### src/rtl/riscv_pkg.sv
// Shared definitions for the multi-cycle RV32I control path.
// Holds the supported opcode constants, the FSM state encoding, the ALU
// operand/operation encodings, the opcode class vector and the per-state
// control word with the function that decodes it.
package riscv_pkg;

  // Major opcodes, instr[6:0]
  localparam logic [6:0] OpcR   = 7'b0110011;
  localparam logic [6:0] OpcI   = 7'b0010011;
  localparam logic [6:0] OpcILd = 7'b0000011;
  localparam logic [6:0] OpcS   = 7'b0100011;
  localparam logic [6:0] OpcSb  = 7'b1100011;

  typedef enum logic [3:0] {
    StIdle   = 4'd0,
    StFetch  = 4'd1,
    StDecode = 4'd2,
    StMemAdr = 4'd3,
    StMemRd  = 4'd4,
    StMemWb  = 4'd5,
    StMemWr  = 4'd6,
    StExecR  = 4'd7,
    StExecI  = 4'd8,
    StAluWb  = 4'd9,
    StBranch = 4'd10,
    StTrap   = 4'd11
  } state_e;

  typedef enum logic [1:0] {
    AluOpAdd   = 2'b00,
    AluOpBrCmp = 2'b01,
    AluOpFunct = 2'b10
  } aluop_e;

  typedef enum logic [1:0] {
    AluSrcBRs2  = 2'b00,
    AluSrcBFour = 2'b01,
    AluSrcBImm  = 2'b10
  } alusrcb_e;

  // One-hot instruction class
  typedef struct packed {
    logic r;
    logic i;
    logic ld;
    logic st;
    logic br;
    logic illegal;
  } opclass_t;

  typedef struct packed {
    logic     mem_req;
    logic     memread;
    logic     memwrite;
    logic     iord;
    logic     irwrite;
    logic     pcwrite;
    logic     branch;
    logic     pcsource;
    logic     alusrca;
    alusrcb_e alusrcb;
    aluop_e   aluop;
    logic     memtoreg;
    logic     regwrite;
    logic     halted;
  } ctrl_t;

  // Moore decode of the control word. irwrite/pcwrite are raised for the
  // whole FETCH state here; the FSM qualifies them with mem_ready.
  function automatic ctrl_t state_ctrl(state_e st);
    ctrl_t c;
    c = '0;
    unique case (st)
      StFetch: begin
        c.mem_req = 1'b1;
        c.memread = 1'b1;
        c.alusrcb = AluSrcBFour;
        c.irwrite = 1'b1;
        c.pcwrite = 1'b1;
      end
      StDecode: c.alusrcb = AluSrcBImm;
      StMemAdr: begin
        c.alusrca = 1'b1;
        c.alusrcb = AluSrcBImm;
      end
      StMemRd: begin
        c.mem_req = 1'b1;
        c.memread = 1'b1;
        c.iord    = 1'b1;
      end
      StMemWb: begin
        c.regwrite = 1'b1;
        c.memtoreg = 1'b1;
      end
      StMemWr: begin
        c.mem_req  = 1'b1;
        c.memwrite = 1'b1;
        c.iord     = 1'b1;
      end
      StExecR: begin
        c.alusrca = 1'b1;
        c.aluop   = AluOpFunct;
      end
      StExecI: begin
        c.alusrca = 1'b1;
        c.alusrcb = AluSrcBImm;
      end
      StAluWb: c.regwrite = 1'b1;
      StBranch: begin
        c.alusrca  = 1'b1;
        c.aluop    = AluOpBrCmp;
        c.branch   = 1'b1;
        c.pcsource = 1'b1;
      end
      StTrap:  c.halted = 1'b1;
      default: c = '0;
    endcase
    return c;
  endfunction

endpackage

### src/rtl/mc_opclass.sv
// Combinational opcode classifier.
// Ports:
//   opcode_i  - instr[6:0]
//   opclass_o - one-hot class {r, i, ld, st, br, illegal}
module mc_opclass
  import riscv_pkg::*;
(
  input  logic [6:0] opcode_i,
  output opclass_t   opclass_o
);

  always_comb begin
    opclass_o = '0;
    unique case (opcode_i)
      OpcR:    opclass_o.r  = 1'b1;
      OpcI:    opclass_o.i  = 1'b1;
      OpcILd:  opclass_o.ld = 1'b1;
      OpcS:    opclass_o.st = 1'b1;
      OpcSb:   opclass_o.br = 1'b1;
      default: opclass_o.illegal = 1'b1;
    endcase
  end

endmodule

### src/rtl/multicycle_control.sv
// Moore control FSM for a shared-datapath multi-cycle RV32I core.
// Sequences fetch/decode/execute/memory/write-back through a per-state
// control word, handles the req/ready memory handshake with a wait
// timeout, and counts retired instructions.
// Ports:
//   clk_i, reset_i       - clock, asynchronous active-high reset
//   run_i                - start fetching (sampled in IDLE only)
//   opcode_i             - instr[6:0] from the instruction register
//   mem_ready_i          - memory completes the current request
//   mem_req_o .. regwrite_o - datapath / memory control strobes
//   halted_o             - FSM sits in TRAP
//   bus_err_o            - TRAP was reached through a memory timeout
//   retired_o            - retired-instruction count (wraps)
module multicycle_control
  import riscv_pkg::*;
#(
  parameter int unsigned RETIRE_W = 32,
  parameter int unsigned TIMEOUT  = 16
) (
  input  logic                clk_i,
  input  logic                reset_i,
  input  logic                run_i,
  input  logic [6:0]          opcode_i,
  input  logic                mem_ready_i,
  output logic                mem_req_o,
  output logic                memread_o,
  output logic                memwrite_o,
  output logic                iord_o,
  output logic                irwrite_o,
  output logic                pcwrite_o,
  output logic                branch_o,
  output logic                pcsource_o,
  output logic                alusrca_o,
  output logic [1:0]          alusrcb_o,
  output logic [1:0]          aluop_o,
  output logic                memtoreg_o,
  output logic                regwrite_o,
  output logic                halted_o,
  output logic                bus_err_o,
  output logic [RETIRE_W-1:0] retired_o
);

  localparam logic [7:0] WaitLast = 8'(TIMEOUT - 1);

  state_e                state_q, state_d;
  logic [7:0]            wait_q, wait_d;
  logic [RETIRE_W-1:0]   retired_q, retired_d;
  logic                  bus_err_q, bus_err_d;
  ctrl_t                 ctrl_q;
  opclass_t              opclass;
  logic                  retire;
  logic                  in_wait;
  logic                  timeout;

  mc_opclass u_opclass (
    .opcode_i  (opcode_i),
    .opclass_o (opclass)
  );

  always_comb begin
    state_d   = state_q;
    bus_err_d = bus_err_q;
    retire    = 1'b0;
    in_wait   = state_q inside {StFetch, StMemRd, StMemWr};
    // A ready response on the last allowed cycle still completes normally.
    timeout   = in_wait && !mem_ready_i && (wait_q == WaitLast);

    unique case (state_q)
      StIdle:   if (run_i) state_d = StFetch;
      StFetch:  if (mem_ready_i) state_d = StDecode;
      StDecode: begin
        unique case (1'b1)
          opclass.r:             state_d = StExecR;
          opclass.i:             state_d = StExecI;
          opclass.ld, opclass.st: state_d = StMemAdr;
          opclass.br:            state_d = StBranch;
          default:               state_d = StTrap;
        endcase
      end
      StMemAdr: begin
        if (opclass.ld)      state_d = StMemRd;
        else if (opclass.st) state_d = StMemWr;
        else                 state_d = StTrap;
      end
      StMemRd:  if (mem_ready_i) state_d = StMemWb;
      StMemWb: begin
        state_d = StFetch;
        retire  = 1'b1;
      end
      StMemWr: begin
        if (mem_ready_i) begin
          state_d = StFetch;
          retire  = 1'b1;
        end
      end
      StExecR, StExecI: state_d = StAluWb;
      StAluWb, StBranch: begin
        state_d = StFetch;
        retire  = 1'b1;
      end
      StTrap:   state_d = StTrap;
      default:  state_d = StTrap;
    endcase

    if (timeout) begin
      state_d   = StTrap;
      bus_err_d = 1'b1;
    end

    // Every entry into a wait state is a state change, so this clears it.
    if (state_d != state_q)             wait_d = '0;
    else if (in_wait && !mem_ready_i)   wait_d = wait_q + 8'd1;
    else                                wait_d = wait_q;

    retired_d = retired_q + {{(RETIRE_W-1){1'b0}}, retire};
  end

  // Control word is registered from the next state so outputs come straight
  // off flops and drop to zero the moment reset is asserted.
  always_ff @(posedge clk_i or posedge reset_i) begin
    if (reset_i) begin
      state_q   <= StIdle;
      wait_q    <= '0;
      retired_q <= '0;
      bus_err_q <= 1'b0;
      ctrl_q    <= '0;
    end else begin
      state_q   <= state_d;
      wait_q    <= wait_d;
      retired_q <= retired_d;
      bus_err_q <= bus_err_d;
      ctrl_q    <= state_ctrl(state_d);
    end
  end

  assign mem_req_o  = ctrl_q.mem_req;
  assign memread_o  = ctrl_q.memread;
  assign memwrite_o = ctrl_q.memwrite;
  assign iord_o     = ctrl_q.iord;
  assign irwrite_o  = ctrl_q.irwrite & mem_ready_i;
  assign pcwrite_o  = ctrl_q.pcwrite & mem_ready_i;
  assign branch_o   = ctrl_q.branch;
  assign pcsource_o = ctrl_q.pcsource;
  assign alusrca_o  = ctrl_q.alusrca;
  assign alusrcb_o  = ctrl_q.alusrcb;
  assign aluop_o    = ctrl_q.aluop;
  assign memtoreg_o = ctrl_q.memtoreg;
  assign regwrite_o = ctrl_q.regwrite;
  assign halted_o   = ctrl_q.halted;
  assign bus_err_o  = bus_err_q;
  assign retired_o  = retired_q;

endmodule

### config.mk
export PLATFORM = sky130hd
export DESIGN_NAME = multicycle_control
export DESIGN_NICKNAME = d
export VERILOG_FILES = /design/src/rtl/riscv_pkg.sv /design/src/rtl/mc_opclass.sv /design/src/rtl/multicycle_control.sv
export SDC_FILE = /design/constraint.sdc
export NUM_CORES = 1
export LEC_CHECK = 0
export BUFFER_PORTS_ARGS = -buffer_cell sky130_fd_sc_hd__buf_2
export CAP_MARGIN = 20
export CORE_MARGIN = 8
export CORE_UTILIZATION = 25
export CTS_CLUSTER_SIZE = 12
export DETAILED_ROUTE_END_ITERATION = 8
export MAX_ROUTING_LAYER = met4
export SYNTH_ARGS = -nofsm -noshare
export SYNTH_HDL_FRONTEND = slang
export SYNTH_SLANG_ARGS = --single-unit
### constraint.sdc
create_clock -name clk_i -period 5.6 [get_ports clk_i]
set_input_delay 1.4 -clock clk_i [delete_from_list [all_inputs] [get_ports clk_i]]
set_output_delay 1.4 -clock clk_i [all_outputs]
set_load 0.02 [all_outputs]
==> summary.md <==
| Metric | Value |
|---|---|
| Placer Congestion | `0.792` |
| FILL cells | `~1.2k` |
| Sw frac | `roughly a fifth` |
| Hold Path Class | `flop to flop` |
| Area of the core | `11400 µm²` |
| Initial DRT Pass Iterations | `4` |
| CP Launch Type | `input port` |
| Iter 0 DRT Violations | `between 200 and 300` |
| Logic pwr share | `~1.9%` |
| EDFF count, synth | `0` |
| Clock power frac | `between 50% and 60%` |
| Placement Setup Slack | `1670 ps` |
| Reg clk slew, reported paths | `50 ps` |
| Final hold viol count | `0` |
| Inserted Diodes | `0` |
| Switching Power | `~0.20 mW` |
| Post-Route Setup TNS | `0 ps` |
| CP delay by family, top | `simple AND/OR/NAND/NOR gates` |
| Via count | `2307` |
| Slew @ Worst Pin | `between 700 and 800 ps` |
| IO Pins | `60` |
| Lkg Pwr | `1.77 nW` |
| Clk sinks | `between 50 and 60` |
| Die Width | `approximately 120 µm` |
| Final ANT Viol Nets | `0` |
| Status | `complete, no violations` |
| Peak Freq | `between 0.2 and 0.3 GHz` |
| Post-Syn Area | `~3000 µm²` |
| Drc violations | `0` |
| Longest Clk Path Bufs | `2` |
| Yosys cell types | `51` |
| Min Tclk post-route | `between 3000 and 4000 ps` |
| Final period utilization | `a little under two thirds` |
| Syn avg cell area | `about 11 µm²` |
| Setup CP Type | `input port to flop` |
| RSZ-0062 raised after global routing | `no` |
| Most frequent cells in the layout | `buf_2 (59), dfrtp_1 (58), xnor2_1 (29)` |
| Rows | `39` |
| Pwr dens | `around 270 nW/µm²` |
| WL/cell | `around 15 µm` |
| Max-Cap Viols | `0` |
| Worst-path cell chain | `buf_2, nor2b_1, mux2i_1, o22ai_1, ha_1, nand2_1, nor4_2, nand4_1, nor2_1, nand3_1, xnor2_1` |
| WP data required | `between 5000 and 6000 ps` |
| DIE AREA | `between 15000 and 20000 µm²` |
| Area delta synth->final | `24.0%` |
| Post-DP HPWL | `slightly above 5 mm` |
| Post-CTS Setup Inserts | `0` |
| Share of layout cells above drive strength 1 | `about a quarter` |
| Fin. max-slew vios | `0` |
| Root Buffer | `clkbuf_16` |
| Slowest CP cell | `nor4_2` |
| Internal | `between 0.7 and 0.8 mW` |
| Initial Utilization | `25.6%` |
| Max VDD drop | `between 100 and 150 µV` |
| H-tree depth | `3` |
| Ys async rst share | `100%` |
| Post_cts resized | `0` |
| Vias in the first global route | `roughly 2.3k` |
| Leading cell type in the layout, fill and taps excluded | `buf_2` |
| Flop pwr share | `between 40% and 50%` |
| Chip height | `between 100 and 150 µm` |
| Worst Path Arrival | `approximately 3800 ps` |
| Critical path endpoint category | `flop` |
| Critical path's largest stage delay | `between 500 and 600 ps` |
| Global-route usage over all layers | `10.2%` |
| Worst clock skew | `~6.5 ps` |
| Hold buffers post-CTS | `0` |
| Buf+Inv Stages, Crit Path | `1` |
| Ys flop type | `dfrtp_1` |
| Cells after synthesis | `about 280` |
| Worst Setup Slack, final | `a little over 2000 ps` |
| PortBufs | `between 50 and 60` |
| Yosys warns | `0` |
| Synth Net Count | `about 300` |
| Synth Register Bits | `a little under 60` |
| Sequential-to-total area share from yosys stat | `about 50%` |
| Fin nets | `350` |
| Worst-Skew Late Latency | `320 ps` |
| Vias per cell | `4.77` |
| Worst rel slew slack | `between 50 and 60%` |
| Initial antenna violation count | `0` |
| TritonCTS Buffers | `9` |
| Pin count of the biggest net entering global routing | `59` |
| Drt total wl | `a little over 7 mm` |
| Setup Viol. Count Final | `0` |
| CTS tree | `yes` |
| Total grt overflow | `0` |
| First-pass GRT wire length | `12.0 mm` |
| Maximum fanout along the worst path | `7` |
## kinds of logic (layout without fill, tap and decap cells)
kind of cell / count (synthesis) / after routing / share of synthesized area, %
XOR/XNOR: 37 / 37 / 11.1
adder cells (fa/ha/maj): 3 / 3 / 1.29
flip-flops: 58 / 58 / 49.7
AND/OR/NAND/NOR: 117 / 117 / 23.1
buffers and inverters: 20 / 83 / 3.51
multiplexers: 6 / 6 / 2.36
AO/OA/AOI/OAI: 37 / 37 / 9.00
## cell usage after synthesis (3+ instances only)
cell | n | area, µm²
buf_2 | 4 | 20.0
dfrtp_1 | 58 | 1450
ha_1 | 3 | 37.5
a21oi_1 | 11 | 55.1
nand4_1 | 16 | 100
and2_1 | 3 | 18.8
inv_1 | 6 | 22.5
buf_4 | 6 | 45.0
nand3_1 | 14 | 70.1
nor3b_1 | 3 | 22.5
xor2_1 | 8 | 70.1
xnor2_1 | 29 | 254
nand2b_1 | 10 | 62.6
nand2_1 | 24 | 90.1
nor2_1 | 12 | 45.0
nor2b_1 | 5 | 31.3
a211oi_1 | 4 | 30.0
and3_1 | 11 | 68.8
and4_1 | 4 | 35.0
o22ai_1 | 3 | 18.8
o21ai_0 | 3 | 15.0
## state kept, by name, summed over array words and instances (netlist names), 2 cells and up
signal	cells
alusrcb_o	2
state_q	4
retired_o	32
wait_q	8
aluop_o	2
## path summary, 6_finish.rpt
check,start,end,slack (ps),depth (start not counted)
setup / recovery,mem_ready_i,retired_o[27]$_DFF_PP0_,2020,11
max in group asynchronous,reset_i,wait_q[4]$_DFFE_PP0P_,3820,3
hold reg to reg,retired_o[31]$_DFF_PP0_,retired_o[31]$_DFF_PP0_,470,1
setup reg to reg,state_q[0]$_DFF_PP0_,retired_o[27]$_DFF_PP0_,2510,10
hold / removal,retired_o[31]$_DFF_PP0_,retired_o[31]$_DFF_PP0_,470,1
min in group asynchronous,reset_i,retired_o[15]$_DFF_PP0_,1290,3
## cell type report
type / count / area, µm² / share of cell area, %
clock buffers: 11 / 243 / 6.70
clock inverters: 5 / 53.8 / 1.49
inverters: 7 / 26.3 / 0.725
multi-input cells: 200 / 1370 / 37.7
flip-flops and latches: 58 / 1450 / 40.1
well taps: 143 / 179 / 4.94
repair buffers: 60 / 303 / 8.36
## worst reg2reg max path: stages, from the launching register on
cell	delay, ps
dfrtp_1	700
or2_2	210
nand3_1	70
o22ai_1	190
ha_1	250
nand2_1	110
nor4_2	540
nand4_1	300
nor2_1	330
nand3_1	140
xnor2_1	140
## per-stage QoR
step | hold WS (ps) | instances | power, mW | util [%] | instance area (µm²)
after CTS | 473 | 484 | 0.996 | 31.7 | 3620
final | 467 | 484 | 0.978 | 31.7 | 3620
after global placement | 457 | 468 | 0.445 | 29.1 | 3330
after detailed placement | 466 | 468 | 0.446 | 29.1 | 3330
after floorplan | 552 | 278 | 0.436 | - | 2920
after global routing | 481 | 484 | 1.02 | 31.7 | 3620
## routing by layer
metal / routed length (µm) / GRT usage [%] / part of all wire (%)
met1: 3210 / 12.5 / 45
met2: 3270 / 15.5 / 46
met3: 533 / 3.63 / 7.6
met4: 51 / 2.90 / 0.72
met5: 0 / - / 0
## power by group through the flow
stage / logic (mW) / clock network [mW] / registers, mW
6_report: 0.0182 / 0.540 / 0.420
3_3_place_gp: 0.0181 / 0 / 0.427
4_1_cts: 0.0190 / 0.558 / 0.419
3_5_place_dp: 0.0190 / 0 / 0.427
5_1_grt: 0.0212 / 0.580 / 0.419
2_1_floorplan: 0.00956 / 0 / 0.427
Note: power is estimated with default switching activity, not from simulation.
